[src/rtl/mc_control_fsm.sv]
// ---------------------------------------------------------------------------
// mc_control_fsm
// Multicycle main control unit for the 16-bit MIPS-style core. Walks each
// instruction through FETCH/DECODE/EXEC/MEM/WB states and drives the datapath
// strobes from the state register. Also provides a memory wait-state
// handshake with a bus watchdog, and a retired-instruction counter.
//
// Optional feature macro: CTRL_ILLEGAL_TRAP_EN
//   defined   : illegal opcode in DECODE -> TRAP, sticky illegal_op set
//   undefined : illegal opcode is retired as a NOP, illegal_op tied 0
//
// Parameters
//   WAIT_LIMIT  max consecutive wait cycles in a memory state before bus_err
//   CNT_W       width of the retired-instruction counter
//
// Ports
//   clk, rst_n          clock (posedge), asynchronous active-low reset
//   opcode[3:0]         instr[15:12], sampled in DECODE
//   mem_ready           memory access completes this cycle
//   PCWrite..PCSource   datapath strobes (Moore, except FETCH IRWrite/PCWrite)
//   halted              core stopped (HALT or TRAP state)
//   bus_err             sticky, watchdog expired
//   illegal_op          sticky, illegal opcode trapped
//   state[3:0]          current state encoding (debug)
//   retired[CNT_W-1:0]  completed instructions, wraps to 0
// ---------------------------------------------------------------------------
module mc_control_fsm #(
    parameter int WAIT_LIMIT = 15,
    parameter int CNT_W      = 16
) (
    input  logic             clk,
    input  logic             rst_n,
    input  logic [3:0]       opcode,
    input  logic             mem_ready,
    output logic             PCWrite,
    output logic             PCWriteCond,
    output logic             IorD,
    output logic             MemRead,
    output logic             MemWrite,
    output logic             IRWrite,
    output logic             RegDst,
    output logic             MemtoReg,
    output logic             RegWrite,
    output logic             ALUSrcA,
    output logic [1:0]       ALUSrcB,
    output logic [1:0]       ALUOp,
    output logic [1:0]       PCSource,
    output logic             halted,
    output logic             bus_err,
    output logic             illegal_op,
    output logic [3:0]       state,
    output logic [CNT_W-1:0] retired
);

    typedef enum logic [3:0] {
        S_IDLE     = 4'd0,
        S_FETCH    = 4'd1,
        S_DECODE   = 4'd2,
        S_EXEC_R   = 4'd3,
        S_R_WB     = 4'd4,
        S_EXEC_I   = 4'd5,
        S_I_WB     = 4'd6,
        S_MEM_ADDR = 4'd7,
        S_MEM_RD   = 4'd8,
        S_MEM_WB   = 4'd9,
        S_MEM_WR   = 4'd10,
        S_BRANCH   = 4'd11,
        S_JUMP     = 4'd12,
        S_HALT     = 4'd13,
        S_TRAP     = 4'd14
    } state_t;

    localparam int             WC_W     = (WAIT_LIMIT < 1) ? 1 : $clog2(WAIT_LIMIT + 1);
    localparam logic [WC_W-1:0] WAIT_MAX = WC_W'(WAIT_LIMIT);

    state_t          state_r, next_state;
    logic [WC_W-1:0] wait_cnt, wait_cnt_next;
    logic            is_lw;          // remembers LW vs SW from DECODE for MEM_ADDR
    logic            retire;
    logic            bus_err_set;
    logic            wait_state;
    logic            illegal_set;

    assign state      = state_r;
    assign wait_state = (state_r == S_FETCH) || (state_r == S_MEM_RD) || (state_r == S_MEM_WR);

    // NOTE: every signal driven here gets a default first, so no path leaves
    // one unassigned and no latch is inferred.
    always_comb begin
        next_state  = state_r;
        PCWrite     = 1'b0;
        PCWriteCond = 1'b0;
        IorD        = 1'b0;
        MemRead     = 1'b0;
        MemWrite    = 1'b0;
        IRWrite     = 1'b0;
        RegDst      = 1'b0;
        MemtoReg    = 1'b0;
        RegWrite    = 1'b0;
        ALUSrcA     = 1'b0;
        ALUSrcB     = 2'b00;
        ALUOp       = 2'b00;
        PCSource    = 2'b00;
        halted      = 1'b0;
        retire      = 1'b0;
        bus_err_set = 1'b0;
        illegal_set = 1'b0;

        case (state_r)
            S_IDLE:   next_state = S_FETCH;
            S_FETCH: begin
                MemRead = 1'b1;
                ALUSrcB = 2'b01;
                // IR and PC load only when the fetched word is actually valid.
                IRWrite = mem_ready;
                PCWrite = mem_ready;
                if (mem_ready) next_state = S_DECODE;
            end
            S_DECODE: begin
                ALUSrcB = 2'b11;   // precompute branch target into ALUOut
                case (opcode)
                    4'h0, 4'h1, 4'h2, 4'h3: next_state = S_EXEC_R;
                    4'h4:                   next_state = S_EXEC_I;
                    4'h5, 4'h6:             next_state = S_MEM_ADDR;
                    4'h7:                   next_state = S_BRANCH;
                    4'h8:                   next_state = S_JUMP;
                    4'hF:                   next_state = S_HALT;
                    default: begin
`ifdef CTRL_ILLEGAL_TRAP_EN
                        next_state  = S_TRAP;
                        illegal_set = 1'b1;
`else
                        next_state  = S_FETCH;
                        retire      = 1'b1;
`endif
                    end
                endcase
            end
            S_EXEC_R: begin
                ALUSrcA    = 1'b1;
                ALUOp      = 2'b10;
                next_state = S_R_WB;
            end
            S_R_WB: begin
                RegWrite   = 1'b1;
                RegDst     = 1'b1;
                retire     = 1'b1;
                next_state = S_FETCH;
            end
            S_EXEC_I: begin
                ALUSrcA    = 1'b1;
                ALUSrcB    = 2'b10;
                next_state = S_I_WB;
            end
            S_I_WB: begin
                RegWrite   = 1'b1;
                retire     = 1'b1;
                next_state = S_FETCH;
            end
            S_MEM_ADDR: begin
                ALUSrcA    = 1'b1;
                ALUSrcB    = 2'b10;
                next_state = is_lw ? S_MEM_RD : S_MEM_WR;
            end
            S_MEM_RD: begin
                MemRead = 1'b1;
                IorD    = 1'b1;
                if (mem_ready) next_state = S_MEM_WB;
            end
            S_MEM_WB: begin
                RegWrite   = 1'b1;
                MemtoReg   = 1'b1;
                retire     = 1'b1;
                next_state = S_FETCH;
            end
            S_MEM_WR: begin
                MemWrite = 1'b1;
                IorD     = 1'b1;
                if (mem_ready) begin
                    next_state = S_FETCH;
                    retire     = 1'b1;
                end
            end
            S_BRANCH: begin
                ALUSrcA     = 1'b1;
                ALUOp       = 2'b01;
                PCWriteCond = 1'b1;
                PCSource    = 2'b01;
                retire      = 1'b1;
                next_state  = S_FETCH;
            end
            S_JUMP: begin
                PCWrite    = 1'b1;
                PCSource   = 2'b10;
                retire     = 1'b1;
                next_state = S_FETCH;
            end
            S_HALT, S_TRAP: halted = 1'b1;
            default:        next_state = S_IDLE;
        endcase

        // Watchdog: a ready in the last allowed cycle still wins.
        if (wait_state && !mem_ready && (wait_cnt == WAIT_MAX)) begin
            next_state  = S_HALT;
            bus_err_set = 1'b1;
        end

        // Clear on entry into a wait state or on ready; count while stalled.
        wait_cnt_next = wait_cnt;
        if ((next_state != state_r) &&
            (next_state == S_FETCH || next_state == S_MEM_RD || next_state == S_MEM_WR))
            wait_cnt_next = '0;
        else if (wait_state && mem_ready)
            wait_cnt_next = '0;
        else if (wait_state && (next_state == state_r))
            wait_cnt_next = wait_cnt + 1'b1;
    end

    // NOTE: sequential state uses non-blocking assignments so every register
    // samples pre-edge values regardless of statement order.
    always_ff @(posedge clk or negedge rst_n) begin
        if (!rst_n) begin
            state_r  <= S_IDLE;
            wait_cnt <= '0;
            retired  <= '0;
            bus_err  <= 1'b0;
            is_lw    <= 1'b0;
        end else begin
            state_r  <= next_state;
            wait_cnt <= wait_cnt_next;
            if (retire)      retired <= retired + 1'b1;
            if (bus_err_set) bus_err <= 1'b1;
            if (state_r == S_DECODE) is_lw <= (opcode == 4'h5);
        end
    end

`ifdef CTRL_ILLEGAL_TRAP_EN
    always_ff @(posedge clk or negedge rst_n) begin
        if (!rst_n)           illegal_op <= 1'b0;
        else if (illegal_set) illegal_op <= 1'b1;
    end
`else
    assign illegal_op = 1'b0;
`endif

endmodule
[config.mk]
export PLATFORM = sky130hd
export DESIGN_NAME = mc_control_fsm
export DESIGN_NICKNAME = d
export VERILOG_FILES = /design/src/rtl/mc_control_fsm.sv
export SDC_FILE = /design/constraint.sdc
export NUM_CORES = 1
export LEC_CHECK = 0
export CORE_ASPECT_RATIO = 2
export CORE_MARGIN = 5
export CORE_UTILIZATION = 37
export DETAILED_ROUTE_END_ITERATION = 8
export GPL_TIMING_DRIVEN = 0
export PLACE_DENSITY = 0.74
export SETUP_SLACK_MARGIN = 0.1
export SLEW_MARGIN = 20
export SYNTH_ARGS = -nofsm -noshare
export SYNTH_HDL_FRONTEND = slang
export SYNTH_SLANG_ARGS = --single-unit
[constraint.sdc]
create_clock -name clk -period 2.5 [get_ports clk]
set_clock_uncertainty 0.05 [all_clocks]
set_input_delay 0.5 -clock clk [delete_from_list [all_inputs] [get_ports clk]]
set_output_delay 0.5 -clock clk [all_outputs]
set_load 0.05 [all_outputs]
==> impl_metrics.toml, run 1 <==
[flow_run]
cap_viol_max_count = 0

[global_route]
grt.overflow.total = 0
grt_pass1_vias = 1576
grt_pass1_wl_um = 7260
track_usage_pct = 14.4
grt_max_degree = 27
antenna_found_initial = 0

[placed_design]
place_area_mm2 = 0.00233
placedCellCount = 283
dp_hpwl_um = 3460
place.gp.congestion = 0.872
port_buffers = 43
place_ws_ns = -0.287

[synth]
postSynthCellCount = 185
synth_commonest_cells = "dfrtp_1, nor2_1, nand2_1, xnor2_1, a21oi_1"
synth_nets = 194
yosys.cell_count.top_type = "dfrtp_1"
synth_flop_cell = "dfrtp_1"
synth_area_mm2 = 0.00179
ys_top_cells_by_area = "dfrtp_1, xnor2_1, xor2_1, nor2_1, nor4_4"
synth_top_area_cell = "dfrtp_1"
yosysSeqAreaShare_pct = 36.4
ys_ff_latch = 26
synth_top_area_share_pct = 36.4
synth_area_per_cell_um2 = 9.66
synth-edff-count = 0
synth_cell_type_count = 59
synthArstFlopShare_pct = 100
ys_warn_count = 0

[clocking]
cts_tree = "yes"
clk_pin_slew_ns = 0.09
cts.sinks = 26
insertion_delay_ns = 0.27
htreeDepth = 1
cts_made_buffers = 3
cts-root-buf = "clkbuf_8"
cts_buffer_depth = 2

[power]
total_power_mw = 3.02
cellLeakagePower_nw = 1.08
p_int_mw = 1.42
power_density_mw_per_mm2 = 1260
p_sw_mw = 1.60
comb_power_share_pct = 68.5
switching_share_pct = 52.9
clkPwrFrac_pct = 11.3
seqPwrFrac_pct = 20.2
irDropWorstVdd_uv = 1080

[sta]
fmax_mhz = 432
hold_ws_ns = 0.161
layout_setup_ws_ns = 0.184
worstMarginPinSlew_ns = 0.656
slew_viol_final = 0
final-setup-viol-count = 0
rsz0062_at_grt = "no"
setup_tns_ns = 0
finalCriticalPeriod_ns = 2.32
max_slew_margin_pct = 56.1
finalHoldViolCount = 0
fin_crit_sh_pct = 92.6

[critical_path]
critPathLaunchType = "register"
ff2ff_path_depth = 8
crit_required_ns = 1.95
crit_fanout = 10
critical_path_class = "reg2out"
cp_data_arrival_time_ns = 1.77
crit_path_end_kind = "output pin"

[floorplanning]
start_util_pct = 38.5
io_pins = 46
core_area_mm2 = 0.00464
dieArea_mm2 = 0.00640
die_h_um = 108
die_x_um = 59.1
rows = 35

[detailed_routing]
drc_errors = 0
firstDrtPassIters = 4
vias = 1551
wl_per_cell_um = 15.0
vias_per_cell = 5.39
detail-route-antenna-nets = 0
wl_um = 4320
drt_iter0_markers = 50

[outcome]
status = "completed"

[finish]
layout.nets = 243
antenna_cells = 0
instances_no_fill = 288
fin_area_mm2 = 0.00239
final_util_pct = 51.4
syn_to_final_growth_pct = 33.6
drive_gt1_share_pct = 27.9

[min_path]
hp-class = "in2async"
[repair_timing]
item                       CTS  global route
hold buffers                 0             0
setup endpoints to repair   24            11
resized for setup           57            16
buffers inserted             1             0
gates cloned                 0             0
[power by group through the flow]
stage	Sequential (mW)	Clock, mW	Combinational, mW
CTS	0.610	0.349	2.08
finish	0.608	0.342	2.07
global route	0.628	0.368	2.19
detailed placement	0.616	0	2.08
floorplan	0.866	0	1.26
global placement	0.616	0	2.06
[cell usage in the layout (no fill, tap or decap), types with 6 or more instances in the layout]
cell              n
nor2_1           13
clkdlybuf4s50_1  21
xnor2_1          10
a21oi_1           9
dlygate4sd2_1     7
nand2b_1          6
xor2_1            8
nand3_1           8
dfrtp_1          26
buf_2             7
buf_4             8
nand2_1           9
[final timing paths]
| kind | from | to | slack (ns) |
|---|---|---|---|
| max | state[2] | ALUOp[1] | 0.18 |
| min | rst_n | state[0] | 0.16 |
| max reg2reg | state[0] | wait_cnt[3] | 0.26 |
| min reg2reg | bus_err | bus_err | 0.42 |
| max in group asynchronous | rst_n | state[1] | 1.87 |
| min in group clk | bus_err | bus_err | 0.42 |
[per-layer routing]
layer | up-vias | global-route usage [%] | share of wire, %
li1 | 758 | - | -
met1 | 744 | 15.2 | 36
met5 | - | 0 | 0
met2 | 41 | 27.3 | 57
met3 | 8 | 2.39 | 4.8
met4 | 0 | 5.02 | 2.3
[kinds of logic after synthesis]
kind of cell,synth area share [%]
multiplexers,1.19
other,0.210
buffers and inverters,5.25
AND/OR/NAND/NOR,30.8
adder cells (fa/ha/maj),1.40
flip-flops,36.4
XOR/XNOR,8.82
AO/OA/AOI/OAI,15.9
[critical path, cell delays in order, from the launching register on]
cell and delay [ns]:
dfrtp_1 0.43, buf_6 0.16, clkbuf_4 0.19, nor3_4 0.19, clkdlybuf4s15_1 0.52
[cell type report]
type | count | area, um2
Clock inverter | 1 | 30.0
Timing Repair Buffer | 44 | 377
Tap cell | 55 | 68.8
Fill cell | 460 | 2250
Inverter | 3 | 15.0
Clock buffer | 3 | 41.3
Sequential cell | 26 | 651
Multi-Input combinational cell | 144 | 1110
Buffer | 12 | 95.1
[flip-flops by register name, summed over array words and instances, names as in the netlist]
name      cells
bus_err       1
retired      16
is_lw         1
wait_cnt      4
state         4
(Power assumes the default switching activity.)
==> run 2: changes to the inputs <==
--- a/config.mk
+++ b/config.mk
@@ -6,7 +6,6 @@
 export NUM_CORES = 1
 export LEC_CHECK = 0
 export CORE_ASPECT_RATIO = 2
-export CORE_MARGIN = 5
 export CORE_UTILIZATION = 37
 export DETAILED_ROUTE_END_ITERATION = 8
 export GPL_TIMING_DRIVEN = 0
==> run 2 against run 1 <==
Sequential share of layout area about the same. Fmax decreased by 0.84%. Hold slack about the same. Global-route usage increased by 4.0 points.
==> impl_metrics.toml, run 2 (synthesized netlist as in run 1, its figures left out) <==
[critical_path]
critical_path_class = "reg2out"
max_stage_delay_ns = 0.42
r2r_slack_ns = 0.27
crit_required_ns = 1.95
cp_data_arrival_time_ns = 1.79
cp_slowest_cell = "dfrtp_1"
crit_fanout = 10
critPathLaunchType = "register"
cp-startpoint = "state[2]"
reg2reg_from = "state[0]"
path_cells = "buf_6 > clkbuf_4 > nand2_1 > nor3_4 > or2_2 > clkbuf_4"
crit_path_end_kind = "output pin"
critPathMostFrequentCell = "clkbuf_4"

[clocking]
cts_made_buffers = 3
htreeDepth = 1
cts.hold.buffers_added = 0
insertion_delay_ns = 0.27
clk_pin_slew_ns = 0.09
cts_tree = "yes"
cts-root-buf = "clkbuf_8"
cts_buffer_depth = 2
cts.sinks = 26

[finish]
antenna_cells = 0
fin_area_mm2 = 0.00238
layout_common_cells = "dfrtp_1, clkdlybuf4s50_1, nor2_1"
drive_gt1_share_pct = 27.5
registers.top_by_ff_count = "retired"
syn_to_final_growth_pct = 33.4
regArea_um2 = 651
layout.nets = 243
final_common_cell = "dfrtp_1"
multi_input_area_mm2 = 0.00111
largest_reg_flops = 16
nFillCells = 458

[flow_run]
cap_viol_max_count = 0

[placed_design]
port_buffers = 43
place_area_mm2 = 0.00233
place.gp.congestion = 0.912
dp_hpwl_um = 3390

[detailed_routing]
detail-route-antenna-nets = 0
vias = 1544
vias_per_cell = 5.36
wl_per_cell_um = 14.8
drc_errors = 0
drt_iter0_markers = 12
firstDrtPassIters = 3
wl_um = 4260

[global_route]
grt_pass1_vias = 1562
track_usage_pct = 18.3
grt.overflow.total = 0
grt_pass1_wl_um = 7250
grt_max_degree = 27
antenna_found_initial = 0

[power]
cellLeakagePower_nw = 1.08
irDropWorstVdd_uv = 686
power_density_mw_per_mm2 = 1270

[sta]
finalHoldViolCount = 0
setup_tns_ns = 0
max_slew_margin_pct = 58.3
slew_viol_final = 0
finalCriticalPeriod_ns = 2.34
final-setup-viol-count = 0
fin_crit_sh_pct = 93.4
worstMarginPinSlew_ns = 0.623
hold_ws_ns = 0.161
fmax_mhz = 428
rsz0062_at_grt = "yes"

[floorplanning]
core_area_mm2 = 0.00460
io_pins = 46
die_h_um = 100
rows = 35
start_util_pct = 38.9
die_x_um = 51.1
dieArea_mm2 = 0.00513

[min_path]
hp-class = "in2async"

[outcome]
status = "completed"
==> run 2: changes by cell type in the layout (fill, tap and decap cells not counted), sizes merged <==
cell / change
clkbuf: -2
buf: +3
clkdlybuf4s15: -1
==> run 2: timing repair <==
item                                    CTS  global route
buffers inserted                          1             0
resized for setup                        57            23
endpoints found under the setup margin   24            16
pin swaps                                 1             1
==> run 2: power by group <==
part	switching, mW	total (mW)	internal, mW	leakage, nW
combinational	1.38	2.08	0.698	0.704
sequential	0.0942	0.612	0.518	0.344
clock	0.127	0.341	0.214	0.0357
total	1.60	3.03	1.43	1.08
==> run 2: cell type report <==
cell class	count	area share (%)
clock inverters	1	1.26
repair buffers	44	15.6
flip-flops and latches	26	27.3
inverters	3	0.630
multi-input cells	144	46.7
clock buffers	3	1.73
well taps	55	2.89
plain buffers	12	3.88
==> run 2: critical path: cells and delay by family (launching register included) <==
kind / cells / cell delay (ns)
flops: 1 / 0.42
buf+inv: 3 / 0.57
simple gates: 3 / 0.53
==> run 2: worst paths after layout <==
path	end	cells after the start
worst max-delay path	PCWrite	6
worst max register to register	wait_cnt[3]	7
max in group asynchronous	state[1]	1
worst min register to register	bus_err	1
worst min-delay path	state[0]	1
min in group clk	bus_err	1
==> run 2: per-layer routing <==
metal | global-route usage (%) | part of all wire (%) | vias to the layer above
li1 | - | - | 754
met4 | 7.91 | 2.7 | 0
met5 | 0 | 0 | -
met3 | 2.27 | 3.2 | 10
met1 | 18.9 | 36 | 750
met2 | 35.1 | 58 | 30
==> run 2: stage by stage <==
step           utilization, %  total power, mW  instances  setup WS (ns)
3_3_place_gp             50.7             2.67        283         -0.314
2_1_floorplan               -             2.13        185         -0.127
3_5_place_dp             50.6             2.70        283         -0.362
4_1_cts                  52.4             3.04        288         0.0673
5_1_grt                  51.8             3.20        288         0.0472
6_report                 51.8             3.03        288          0.165
